### src/rtl/addsub_seq_pkg.sv
// Shared types and constants for the sequential add/subtract unit.
package alu_seq_pkg;

   typedef enum logic [1:0] {
      OP_ADD  = 2'b00,
      OP_SUB  = 2'b01,
      OP_NEG  = 2'b10,
      OP_PASS = 2'b11
   } op_e;

   typedef enum logic [1:0] {
      IDLE = 2'b00,
      RUN  = 2'b01,
      DONE = 2'b10
   } state_e;

   // Bit positions inside the {N,Z,C,V} flag vector.
   localparam int unsigned FLAG_N = 3;
   localparam int unsigned FLAG_Z = 2;
   localparam int unsigned FLAG_C = 1;
   localparam int unsigned FLAG_V = 0;

endpackage

### src/rtl/addsub_seq_if.sv
// Valid/ready operand and result bus of the sequential add/subtract unit.
interface addsub_seq_if #(
   parameter int unsigned WIDTH = 32
);

   logic             in_valid;
   logic             in_ready;
   logic [1:0]       op;
   logic [WIDTH-1:0] a;
   logic [WIDTH-1:0] b;
   logic             out_valid;
   logic             out_ready;
   logic [WIDTH-1:0] result;
   logic [3:0]       flags;

   // Producer of operands and consumer of results.
   modport master (
      output in_valid, op, a, b, out_ready,
      input  in_ready, out_valid, result, flags
   );

   // The arithmetic unit itself.
   modport slave (
      input  in_valid, op, a, b, out_ready,
      output in_ready, out_valid, result, flags
   );

endinterface

### src/rtl/addsub_chunk.sv
// One combinational slice of the adder: a + (b ^ inv) + cin, with slice-MSB overflow.
module addsub_chunk #(
   parameter int unsigned CHUNK = 8
) (
   input  logic [CHUNK-1:0] a,
   input  logic [CHUNK-1:0] b,
   input  logic             inv,
   input  logic             cin,
   output logic [CHUNK-1:0] sum,
   output logic             cout,
   output logic             msb_v
);

   logic [CHUNK-1:0] beff;
   logic [CHUNK:0]   total;

   // Ripple add of the slice; msb_v is only meaningful on the top slice.
   always_comb begin
      beff  = b ^ {CHUNK{inv}};
      total = {1'b0, a} + {1'b0, beff} + {{CHUNK{1'b0}}, cin};
      sum   = total[CHUNK-1:0];
      cout  = total[CHUNK];
      msb_v = (a[CHUNK-1] == beff[CHUNK-1]) && (sum[CHUNK-1] != a[CHUNK-1]);
   end

endmodule

### src/rtl/addsub_seq.sv
// Multi-cycle add/subtract unit: one CHUNK slice per clock, LSB first, NZCV at the end.
module addsub_seq
   import alu_seq_pkg::*;
#(
   parameter int unsigned WIDTH = 32,
   parameter int unsigned CHUNK = 8
) (
   input  logic        clk,
   input  logic        rst,
   addsub_seq_if.slave bus
);

   localparam int unsigned NCHUNK = WIDTH / CHUNK;
   localparam int unsigned IDXW   = (NCHUNK > 1) ? $clog2(NCHUNK) : 1;
   localparam logic [IDXW-1:0] LAST_IDX = IDXW'(NCHUNK - 1);

   generate
      if ((WIDTH % CHUNK) != 0) begin : g_bad_chunk
         $error("addsub_seq: WIDTH must be a multiple of CHUNK");
      end
   endgenerate

   state_e           state_q, state_d;
   logic [IDXW-1:0]  idx_q, idx_d;
   logic             carry_q, carry_d;
   op_e              op_q, op_d;
   logic [WIDTH-1:0] a_q, a_d;
   logic [WIDTH-1:0] b_q, b_d;
   logic             inv_q, inv_d;
   logic [WIDTH-1:0] result_q, result_d;
   logic [3:0]       flags_q, flags_d;

   logic [CHUNK-1:0] sl_a, sl_b, sl_sum;
   logic             sl_cout, sl_v;

   assign sl_a = a_q[idx_q*CHUNK +: CHUNK];
   assign sl_b = b_q[idx_q*CHUNK +: CHUNK];

   // carry_q is preloaded with cin at acceptance, so slice 0 sees cin.
   addsub_chunk #(
      .CHUNK (CHUNK)
   ) u_chunk (
      .a     (sl_a),
      .b     (sl_b),
      .inv   (inv_q),
      .cin   (carry_q),
      .sum   (sl_sum),
      .cout  (sl_cout),
      .msb_v (sl_v)
   );

   // Next-state logic: capture in IDLE, one slice per RUN cycle, hold in DONE.
   always_comb begin
      state_d  = state_q;
      idx_d    = idx_q;
      carry_d  = carry_q;
      op_d     = op_q;
      a_d      = a_q;
      b_d      = b_q;
      inv_d    = inv_q;
      result_d = result_q;
      flags_d  = flags_q;

      unique case (state_q)
         IDLE: begin
            if (bus.in_valid) begin
               op_d    = op_e'(bus.op);
               // Zero A turns NEG into 0-B and PASS into 0+B.
               a_d     = ((op_d == OP_NEG) || (op_d == OP_PASS)) ? '0 : bus.a;
               b_d     = bus.b;
               inv_d   = (op_d == OP_SUB) || (op_d == OP_NEG);
               carry_d = inv_d;
               idx_d   = '0;
               state_d = RUN;
            end
         end
         RUN: begin
            result_d[idx_q*CHUNK +: CHUNK] = sl_sum;
            carry_d = sl_cout;
            if (idx_q == LAST_IDX) begin
               idx_d           = '0;
               state_d         = DONE;
               flags_d[FLAG_N] = result_d[WIDTH-1];
               flags_d[FLAG_Z] = (result_d == '0);
               flags_d[FLAG_C] = (op_q != OP_PASS) && sl_cout;
               flags_d[FLAG_V] = (op_q != OP_PASS) && sl_v;
            end else begin
               idx_d = idx_q + 1'b1;
            end
         end
         DONE: begin
            if (bus.out_ready) begin
               state_d = IDLE;
            end
         end
         default: begin
            state_d = IDLE;
         end
      endcase
   end

   // State and datapath registers with synchronous reset.
   always_ff @(posedge clk) begin
      if (rst) begin
         state_q  <= IDLE;
         idx_q    <= '0;
         carry_q  <= 1'b0;
         op_q     <= OP_ADD;
         a_q      <= '0;
         b_q      <= '0;
         inv_q    <= 1'b0;
         result_q <= '0;
         flags_q  <= '0;
      end else begin
         state_q  <= state_d;
         idx_q    <= idx_d;
         carry_q  <= carry_d;
         op_q     <= op_d;
         a_q      <= a_d;
         b_q      <= b_d;
         inv_q    <= inv_d;
         result_q <= result_d;
         flags_q  <= flags_d;
      end
   end

   assign bus.in_ready  = (state_q == IDLE);
   assign bus.out_valid = (state_q == DONE);
   assign bus.result    = result_q;
   assign bus.flags     = flags_q;

endmodule

### src/flat_wrapper.sv
// flat-port wrapper written by rule: the top's interface ports become plain ports
module addsub_seq_flat import alu_seq_pkg::*;
#(
   parameter int unsigned WIDTH = 32,
   parameter int unsigned CHUNK = 8
)
  (clk, rst, bus_in_valid, bus_op, bus_a, bus_b, bus_out_ready, bus_in_ready, bus_out_valid, bus_result, bus_flags);
  addsub_seq_if #(.WIDTH(WIDTH)) bus_i ();
  input  logic clk;
  input  logic rst;
  input wire logic [$bits(bus_i.in_valid)-1:0] bus_in_valid;
  input wire logic [$bits(bus_i.op)-1:0] bus_op;
  input wire logic [$bits(bus_i.a)-1:0] bus_a;
  input wire logic [$bits(bus_i.b)-1:0] bus_b;
  input wire logic [$bits(bus_i.out_ready)-1:0] bus_out_ready;
  output wire logic [$bits(bus_i.in_ready)-1:0] bus_in_ready;
  output wire logic [$bits(bus_i.out_valid)-1:0] bus_out_valid;
  output wire logic [$bits(bus_i.result)-1:0] bus_result;
  output wire logic [$bits(bus_i.flags)-1:0] bus_flags;
  assign bus_i.in_valid = bus_in_valid;
  assign bus_i.op = bus_op;
  assign bus_i.a = bus_a;
  assign bus_i.b = bus_b;
  assign bus_i.out_ready = bus_out_ready;
  assign bus_in_ready = bus_i.in_ready;
  assign bus_out_valid = bus_i.out_valid;
  assign bus_result = bus_i.result;
  assign bus_flags = bus_i.flags;
  addsub_seq #(.WIDTH(WIDTH), .CHUNK(CHUNK)) u_core (.clk(clk), .rst(rst), .bus(bus_i));
endmodule
### config.mk
export PLATFORM = sky130hd
export DESIGN_NAME = addsub_seq_flat
export DESIGN_NICKNAME = d
export VERILOG_FILES = /design/src/rtl/addsub_seq_pkg.sv /design/src/rtl/addsub_seq_if.sv /design/src/rtl/addsub_chunk.sv /design/src/rtl/addsub_seq.sv /design/src/flat_wrapper.sv
export SDC_FILE = /design/constraint.sdc
export NUM_CORES = 1
export LEC_CHECK = 0
export CORE_UTILIZATION = 46
export DETAILED_ROUTE_END_ITERATION = 8
export PLACE_DENSITY = 0.76
export SLEW_MARGIN = 20
export SYNTH_ARGS = -nofsm -noshare
export SYNTH_HDL_FRONTEND = slang
export SYNTH_HIERARCHICAL = 1
export SYNTH_SLANG_ARGS = --single-unit
### constraint.sdc
create_clock -name clk -period 4 [get_ports clk]
set_input_delay 0.8 -clock clk [delete_from_list [all_inputs] [get_ports clk]]
set_output_delay 0.8 -clock clk [all_outputs]
set_load 0.02 [all_outputs]
# Yosys cells after proc, flatten, opt, wreduce, memory -nomap -nowiden
# Index checks and enable logic that the tools add are counted.
# W data, S select, Z words.
dict set report totals {
  reg_bits 108
  in_bits 70
  output_inout_bits 38
  wordCells 53
}
dict set report classes {
  add_sub_neg 4
  n_eq_ne 12
  shift 4
  mux 11
  n_bitwise 1
  n_reduce_logical 12
}
# operator count
set ops {}
lappend ops {{$shiftx A32 B6 Y8} 2}
lappend ops {{$neg A5 Y34} 1}
lappend ops {{$shift A8 B34 Y32 const A} 1}
lappend ops {{$shiftx A8 B34 Y32} 1}
lappend ops {{$bwmux W32} 1}
lappend ops {{$logic_not A32 Y1} 1}
lappend ops {{$mux W32} 1}
lappend ops {{$mux W2} 5}
lappend ops {{$add A8 B8 Y9} 1}
lappend ops {{$add A9 B1 Y9} 1}
lappend ops {{$eq A2 B2 Y1 const B} 4}
lappend ops {{$xor A8 B8 Y8} 1}
lappend ops {{$ne A2 B2 Y1 const B} 3}
lappend ops {{$pmux W2 S3} 1}
lappend ops {{$reduce_and A2 Y1} 3}
lappend ops {{$eq A2 B1 Y1 const B} 2}
lappend ops {{$pmux W2 S2} 1}
lappend ops {{$logic_and A1 B1 Y1} 3}
lappend ops {{$reduce_and A3 Y1} 1}
lappend ops {{$add A2 B1 Y2 const B} 1}
lappend ops {{$logic_not A2 Y1} 1}
lappend ops {{$logic_or A1 B1 Y1} 2}
lappend ops {{$ne A2 B1 Y1 const B} 1}
lappend ops {{$pmux W1 S2} 1}
lappend ops {{other kinds (4)} 4}

# Logic depth before layout (Yosys ltp)
# Gate-level depths: netlist of the first run.
dict set report depth {
  ltp_word 7
  depth_mapped 15
  mapped_depth_nobuf 13
}

# By module
# Netlist of the first run, hierarchy kept.
# mod n_inst cells_per_inst area_each_um2 seq_area_each_um2
set by_module_without_submodules {}
lappend by_module_without_submodules {addsub_seq 1 518 4531.8 2162.1}
lappend by_module_without_submodules {addsub_chunk 1 60 473.0 0.0}

# Least setup slack after synthesis of the first run
# No wires, ideal clock.
dict set report synth_path {
  path_kind {reg-to-reg}
  start {reg u_core.idx_q[0]}
  end {reg u_core.flags_q[2], in the netlist u_core/bus.flags[2]}
  setup_time_ns 0.069
  t_arrival_ns 4.004
  required_time_ns 3.931
  path_slack_ns -0.073
  stages_incl_launch_ff 15
  path_buffers 1
  synth_period_minus_slack_ns 4.073
  cell_sequence {dfxtp_1 buf_2 mux4_2 xnor2_1 fa_1 fa_1 nor2b_1 o31a_1 o31ai_1 a21boi_1 or4_4 o2111a_1 a2111oi_4 nand4_1 o21ai_1}
}
dict set report synth_between {
  elab_chain_len 7
  elab_cells_between_ends 12
  cone_classes {add/sub (3); eq/ne (1); shift (4); mux (1); bitwise (1); reduce/logical (2)}
}
# item line
set synth_lines {}
lappend synth_lines {{start: declaration} addsub_seq.sv:24} ;# logic [IDXW-1:0] idx_q, idx_d;
lappend synth_lines {{start signal: assignment} addsub_seq.sv:116} ;# idx_q <= idx_d;
lappend synth_lines {{$shiftx A32 B6 Y8} addsub_seq.sv:37} ;# assign sl_b = b_q[idx_q*CHUNK +: CHUNK];
lappend synth_lines {{net u_core.sl_b[0]} addsub_seq.sv:33} ;# logic [CHUNK-1:0] sl_a, sl_b, sl_sum;
lappend synth_lines {{$xor A8 B8 Y8} addsub_chunk.sv:19} ;# beff = b ^ {CHUNK{inv}};
lappend synth_lines {{$add A8 B8 Y9} addsub_chunk.sv:20} ;# total = {1'b0, a} + {1'b0, beff} + {{CHUNK{1'b0}}, cin};
lappend synth_lines {{$add A9 B1 Y9} addsub_chunk.sv:20}
lappend synth_lines {{net u_core.sl_sum[6]} addsub_seq.sv:33}
lappend synth_lines {{$shiftx A8 B34 Y32} addsub_seq.sv:78} ;# result_d[idx_q*CHUNK +: CHUNK] = sl_sum;
lappend synth_lines {{$bwmux W32} addsub_seq.sv:78}
lappend synth_lines {{$logic_not A32 Y1} addsub_seq.sv:84} ;# flags_d[FLAG_Z] = (result_d == '0);
lappend synth_lines {{end signal: assignment} addsub_seq.sv:123} ;# flags_q <= flags_d;
lappend synth_lines {{end: declaration} addsub_seq.sv:31} ;# logic [3:0] flags_q, flags_d;
# The timed path passes the listed nets, and every way through them passes these cells.
# A chain may end at the register's enable or synchronous reset.

# Worst setup path after layout of the first run
# Same ends and word-level chain as after synthesis.

==> impl_metrics.env, run 1 <==
export IMPL_worstPathMaxFanout=3
export IMPL_clockBufferDepth=2
export IMPL_diodes=0
export IMPL_grt_busiest_layer="met2"
export IMPL_ys_ff_latch=108
export IMPL_p_leak_nw=2.29
export IMPL_fmax_mhz=262
export IMPL_worstSetupStartpointType="flop"
export IMPL_use_met2=0.370
export IMPL_whs_ns=0.459
export IMPL_layout_nets=756
export IMPL_synth_distinct_cells=56
export IMPL_grt_pass1_wl_um=20700
export IMPL_dp_hpwl_um=9250
export IMPL_synth_avg_cell_area_um2=8.66
export IMPL_ff2ff_setup_slack_ns=0.18
export IMPL_grtUsageMet1=0.306
export IMPL_slowest_delay_ns=0.56
export IMPL_first_global_vias=4317
export IMPL_first_pass_iters=5
export IMPL_yosys_top_cells_count="nand2_1 (116), dfxtp_1 (108), a21oi_1 (81)"
export IMPL_start_util=0.480
export IMPL_pin_count=108
export IMPL_crit_chain="mux4_2 > xnor2_1 > fa_1 > fa_2 > nor2b_2 > o31a_1 > o31ai_1 > a21boi_1 > or4_4 > o2111a_1 > a2111oi_4 > nand4_1 > o21ai_1"
export IMPL_cts_setup_buffers=0
export IMPL_wl_per_cell_um=15.6
export IMPL_cap_violations=0
export IMPL_cts_buffers=9
export IMPL_syn_area_um2=5000
export IMPL_status="finished clean"
export IMPL_grt_ovfl_total=0
export IMPL_p_per_area_nw_per_um2=351
export IMPL_cts_resized=0
export IMPL_die_h_um=106
export IMPL_seq_area_frac_synth=0.432
export IMPL_yosysWarningCount=6
export IMPL_ir_drop_v=0.000175
export IMPL_fin_crit_ns=3.82
export IMPL_path_delay_family="compound AO/OA/AOI/OAI gates"
export IMPL_die_x_um=106
export IMPL_crit_required_ns=4.30
export IMPL_setup_tns_ns=0
export IMPL_synthArstFlopShare=0
export IMPL_clk_transition_reported_paths_ns=0.10
export IMPL_drcViolationCount=0
export IMPL_worst_slew_pin_slew_ns=1.09
export IMPL_h_tree_depth=3
export IMPL_end_kind="flop"
export IMPL_wirelength_um=12600
export IMPL_antenna_found_initial=0
export IMPL_fin_worst_skew_ns=0.0124
export IMPL_rsz0062_at_grt="false"
export IMPL_grt_max_degree=110
export IMPL_io_buffers=107
export IMPL_route_antenna_remaining_nets=0
export IMPL_synthTopCellsByArea="dfxtp_1 (43%), nand2_1 (8.7%), a21oi_1 (8.1%), mux4_2 (7.2%), a22oi_1 (4.5%)"
export IMPL_post_synth_top_count_cell="nand2_1"
export IMPL_use_met3=0.0405
export IMPL_critPathBufInv=0
export IMPL_critPathKind="flop to flop"
export IMPL_cts_root_buf="clkbuf_8"
export IMPL_synth_top_area_share=0.432
export IMPL_hold_path_class="flop to flop"
export IMPL_synth_top_area_cell="dfxtp_1"
export IMPL_rows=37
export IMPL_avgViaCountPerCell=5.62
export IMPL_routabilityCongestion=0.841
export IMPL_drv_slew=0
export IMPL_via_count=4553
export IMPL_relSlewSlack=0.272
export IMPL_die_area_um2=11300
export IMPL_clock_latency_ns=0.37
export IMPL_synth_ff_type="dfxtp_1"
export IMPL_drt_iter0_drc=275
export IMPL_cp_arrival_ns=4.12
export IMPL_core_area_um2=10400
export IMPL_finalHoldViolations=0
export IMPL_timing_final_crit_share=0.955
export IMPL_cpMaxStageDelayCell="or4_4"
export IMPL_cts_tree="yes"
export IMPL_layout_drive_gt1_share=0.101
export IMPL_grt_usage=0.229
export IMPL_synth_edf_count=0
export IMPL_cts_sinks=108
export IMPL_cts_hold_buf=0
export IMPL_areaGrowthSynthToFinish_pct=27.1
export IMPL_postSynthCellCount=578
export IMPL_synthesis_nets=665
export IMPL_setup_violations=0
[per-stage QoR]
stage	instances	worst slack [ns]	utilization	instance area [um^2]	total power (W)
2_1_floorplan	578	0.00985	-	5010	0.00146
3_3_place_gp	794	0.305	0.592	6170	0.00163
3_5_place_dp	794	0.146	0.592	6170	0.00164
4_1_cts	810	0.107	0.609	6340	0.00223
5_1_grt	810	0.0301	0.611	6360	0.00233
6_report	810	0.182	0.611	6360	0.00223
[flip-flops by register name (all words and copies together), names as in the netlist]
register and flops:
u_core/a_q 32, u_core/b_q 32, u_core/bus.result 32, u_core/bus.flags 4, u_core/idx_q 2, u_core/op_q 2, u_core/state_q 2, u_core/carry_q 1
u_core/inv_q 1
[cells by family after synthesis]
| group | share of synthesized area |
|---|---|
| compound gates | 0.174 |
| simple gates | 0.213 |
| xor+xnor | 0.0175 |
| fa+ha+maj | 0.0455 |
| buf+inv | 0.0430 |
| flops | 0.432 |
| mux | 0.0750 |
[tightest hold or removal path, stage by stage (launching register included)]
cell and delay [ns]:
dfxtp_1 0.32, nand2_1 0.05, a21oi_1 0.05
[final timing paths]
path                   start                  end  cells past startpoint
max          u_core/idx_q[0]  u_core/bus.flags[2]                     13
min            u_core/a_q[3]        u_core/a_q[3]                      2
max reg2reg  u_core/idx_q[0]  u_core/bus.flags[2]                     13
min reg2reg    u_core/a_q[3]        u_core/a_q[3]                      2
[cell usage in the layout, fill, tap and decap left out, types with 5 or more instances in the layout]
cell	count
nand2_1	115
dfxtp_1	107
clkdlybuf4s50_1	106
a21oi_1	81
nor2_1	46
nand3_1	38
a22oi_1	30
mux4_2	16
ha_1	15
buf_4	11
inv_1	11
clkbuf_8	9
xor2_1	7
o21ai_0	5
nor4_1	5
[cell type report]
class                           instances  area [um^2]
Tap cell                              136          170
Multi-Input combinational cell        419         2650
Inverter                               13         48.8
Timing Repair Buffer                  118         1160
Clock buffer                            9          124
Fill cell                             902         4060
Sequential cell                       108         2160
Clock inverter                          7         48.8
[layer usage]
layer / vias to the layer above / wire length (um)
met5: - / 0
met3: 28 / 810
met1: 2163 / 5550
met2: 161 / 5970
li1: 2201 / -
met4: 0 / 281
[power by group]
group | leakage (nW) | internal [W] | switching, W | total [W]
combinational | 1.32 | 0.000208 | 0.000265 | 0.000474
clock | 0.0902 | 0.000230 | 0.000376 | 0.000606
sequential | 0.880 | 0.00112 | 0.0000280 | 0.00115
Note: power is estimated with default switching activity, not from simulation.
==> inputs of run 2 (changes only) <==
--- a/config.mk
+++ b/config.mk
@@ -7,6 +7,7 @@
 export LEC_CHECK = 0
 export CORE_UTILIZATION = 46
 export DETAILED_ROUTE_END_ITERATION = 8
+export MAX_ROUTING_LAYER = met4
 export PLACE_DENSITY = 0.76
 export SLEW_MARGIN = 20
 export SYNTH_ARGS = -nofsm -noshare
==> constraint.sdc (replaced) <==
create_clock -name clk -period 3.2 [get_ports clk]
set_input_delay 0.64 -clock clk [delete_from_list [all_inputs] [get_ports clk]]
set_output_delay 0.64 -clock clk [all_outputs]
set_load 0.02 [all_outputs]
==> run 2 against run 1 <==
Compared with the run above: the flow now finishes with violations (setup timing); sequential power increased by 25%; sequential share of layout area decreased by 1.1 points; worst setup slack got worse by 0.62 ns; non-clock buffer count increased by 17; fmax increased by 5.0%; first-iteration DRC count increased by 27%; register-to-register slack got worse by 0.62 ns; sequential cell count unchanged; global-route usage increased by 1.3 points; via count about the same; largest power group unchanged.
==> impl_metrics.env, run 2 (same netlist as run 1, synthesis figures left out) <==
export IMPL_p_per_area_nw_per_um2=448
export IMPL_fin_cells=827
export IMPL_setup_violations=1
export IMPL_diodes=0
export IMPL_dp_hpwl_um=9260
export IMPL_switchingPower_w=0.000854
export IMPL_cts_tree="yes"
export IMPL_antenna_found_initial=0
export IMPL_clk_transition_reported_paths_ns=0.10
export IMPL_violations="setup timing"
export IMPL_critPathKind="flop to flop"
export IMPL_rsz0062_at_grt="true"
export IMPL_power_frac_seq=0.487
export IMPL_place_inst=810
export IMPL_clockBufferDepth=2
export IMPL_route_antenna_remaining_nets=0
export IMPL_p_leak_nw=2.39
export IMPL_rows=37
export IMPL_cts_sinks=108
export IMPL_comb_power_share=0.220
export IMPL_start_util=0.480
export IMPL_finalHoldViolations=0
export IMPL_netSwitchingFraction=0.290
export IMPL_via_count=4549
export IMPL_detailedPlace_worstSlack_ns=-0.409
export IMPL_layout_nets=773
export IMPL_areaGrowthSynthToFinish_pct=31.5
export IMPL_hold_path_class="flop to flop"
export IMPL_cp_arrival_ns=3.94
export IMPL_fin_worst_skew_ns=0.0116
export IMPL_ff2ff_setup_slack_ns=-0.44
export IMPL_cts_root_buf="clkbuf_8"
export IMPL_avgViaCountPerCell=5.50
export IMPL_clock_latency_ns=0.37
export IMPL_cts_hold_buf=0
export IMPL_worstSetupStartpointType="flop"
export IMPL_grt_max_degree=110
export IMPL_relSlewSlack=0.284
export IMPL_h_tree_depth=3
export IMPL_drcViolationCount=0
export IMPL_core_area_um2=10400
export IMPL_pin_count=108
export IMPL_die_area_um2=11300
export IMPL_worst_slew_pin_slew_ns=1.07
export IMPL_drv_slew=0
export IMPL_wl_per_cell_um=15.5
export IMPL_layout_drive_gt1_share=0.130
export IMPL_grt_usage=0.242
export IMPL_cap_violations=0
export IMPL_routabilityCongestion=0.921
export IMPL_ir_drop_v=0.000275
export IMPL_pwr_share_clk=0.293
export IMPL_final_common_cell="nand2_1"
export IMPL_first_global_vias=4349
export IMPL_die_h_um=106
export IMPL_wirelength_um=12800
export IMPL_end_kind="flop"
export IMPL_fmax_mhz=275
export IMPL_grt_ovfl_total=0
export IMPL_io_buffers=107
export IMPL_drt_iter0_drc=348
export IMPL_timing_final_ws_setup_ns=-0.436
export IMPL_worstPathMaxFanout=3
export IMPL_cts_buffers=9
export IMPL_setup_tns_ns=-0.436
export IMPL_first_pass_iters=5
export IMPL_status="complete, but fails checks"
export IMPL_crit_required_ns=3.50
export IMPL_grt_pass1_wl_um=21100
export IMPL_die_x_um=106
export IMPL_most_common_layout_cells="nand2_1 (115), dfxtp_1 (107), clkdlybuf4s50_1 (106), a21oi_1 (81), nor2_1 (46)"
export IMPL_timing_final_crit_share=1.14
export IMPL_fin_crit_ns=3.64
export IMPL_internal_power_w=0.00209
-- run 2: cell count changes in the layout (fill, tap and decap cells not counted), sizes merged --
cell	delta
clkbuf	+1
clkinv	-2
bufinv	+1
buf	+17
-- run 2: power by group through the flow --
stage / Clock (W) / Sequential (W) / Combinational (W)
final: 0.000865 / 0.00144 / 0.000648
after global routing: 0.000949 / 0.00144 / 0.000699
after CTS: 0.000877 / 0.00144 / 0.000636
after detailed placement: 0 / 0.00147 / 0.000624
after global placement: 0 / 0.00146 / 0.000611
after floorplan: 0 / 0.00146 / 0.000361
-- run 2: repair_timing --
item | 4_1_cts | 5_1_grt
gates resized for setup | 8 | 1
pin swaps | 6 | 0
buffers inserted | 1 | 0
endpoints found under the setup margin | 4 | 3
-- run 2: per-stage QoR --
| stage | instance area (um^2) | total power, W | hold WS, ns | utilization |
|---|---|---|---|---|
| floorplan | 5040 | 0.00183 | 0.429 | - |
| global placement | 6320 | 0.00207 | 0.436 | 0.607 |
| detailed placement | 6320 | 0.00209 | 0.445 | 0.607 |
| CTS | 6570 | 0.00295 | 0.457 | 0.631 |
| global route | 6580 | 0.00309 | 0.473 | 0.632 |
| finish | 6580 | 0.00295 | 0.457 | 0.632 |
-- run 2: routing by layer --
layer	track usage	vias to the layer above	wire length, um
li1	-	2240	-
met1	0.313	2135	5700
met2	0.378	154	6240
met3	0.0509	20	661
met4	0.0794	0	201
met5	-	-	0
-- run 2: path summary, 6_finish.rpt --
kind / start / endpoint / depth (start not counted)
max: u_core/idx_q[0] / u_core/bus.flags[2] / 13
min: u_core/a_q[31] / u_core/a_q[31] / 2
max reg2reg: u_core/idx_q[0] / u_core/bus.flags[2] / 13
min reg2reg: u_core/a_q[31] / u_core/a_q[31] / 2
-- run 2: worst max-delay path: stages, from the launching register on --
cell and delay [ns]:
dfxtp_4 0.38, mux4_2 0.52, xnor2_2 0.16, fa_2 0.36
fa_2 0.36, nor2b_2 0.17, o31a_1 0.22, o31ai_2 0.09
a21boi_2 0.17, or4_4 0.42, o2111a_1 0.29, a2111oi_4 0.19
nand4_1 0.12, o21ai_1 0.13
-- run 2: cell type report --
| class | count | area, um^2 |
|---|---|---|
| Clock buffer | 10 | 138 |
| Clock inverter | 6 | 68.8 |
| Fill cell | 877 | 3830 |
| Inverter | 13 | 48.8 |
| Multi-Input combinational cell | 419 | 2690 |
| Sequential cell | 108 | 2170 |
| Tap cell | 136 | 170 |
| Timing Repair Buffer | 135 | 1300 |
==> inputs of run 3 (changes only) <==
--- a/config.mk
+++ b/config.mk
@@ -9,7 +9,6 @@
 export DETAILED_ROUTE_END_ITERATION = 8
 export MAX_ROUTING_LAYER = met4
 export PLACE_DENSITY = 0.76
-export SLEW_MARGIN = 20
 export SYNTH_ARGS = -nofsm -noshare
 export SYNTH_HDL_FRONTEND = slang
 export SYNTH_HIERARCHICAL = 1
==> results of run 3 <==
Final layout, timing and power as in run 2 (identical DEF).
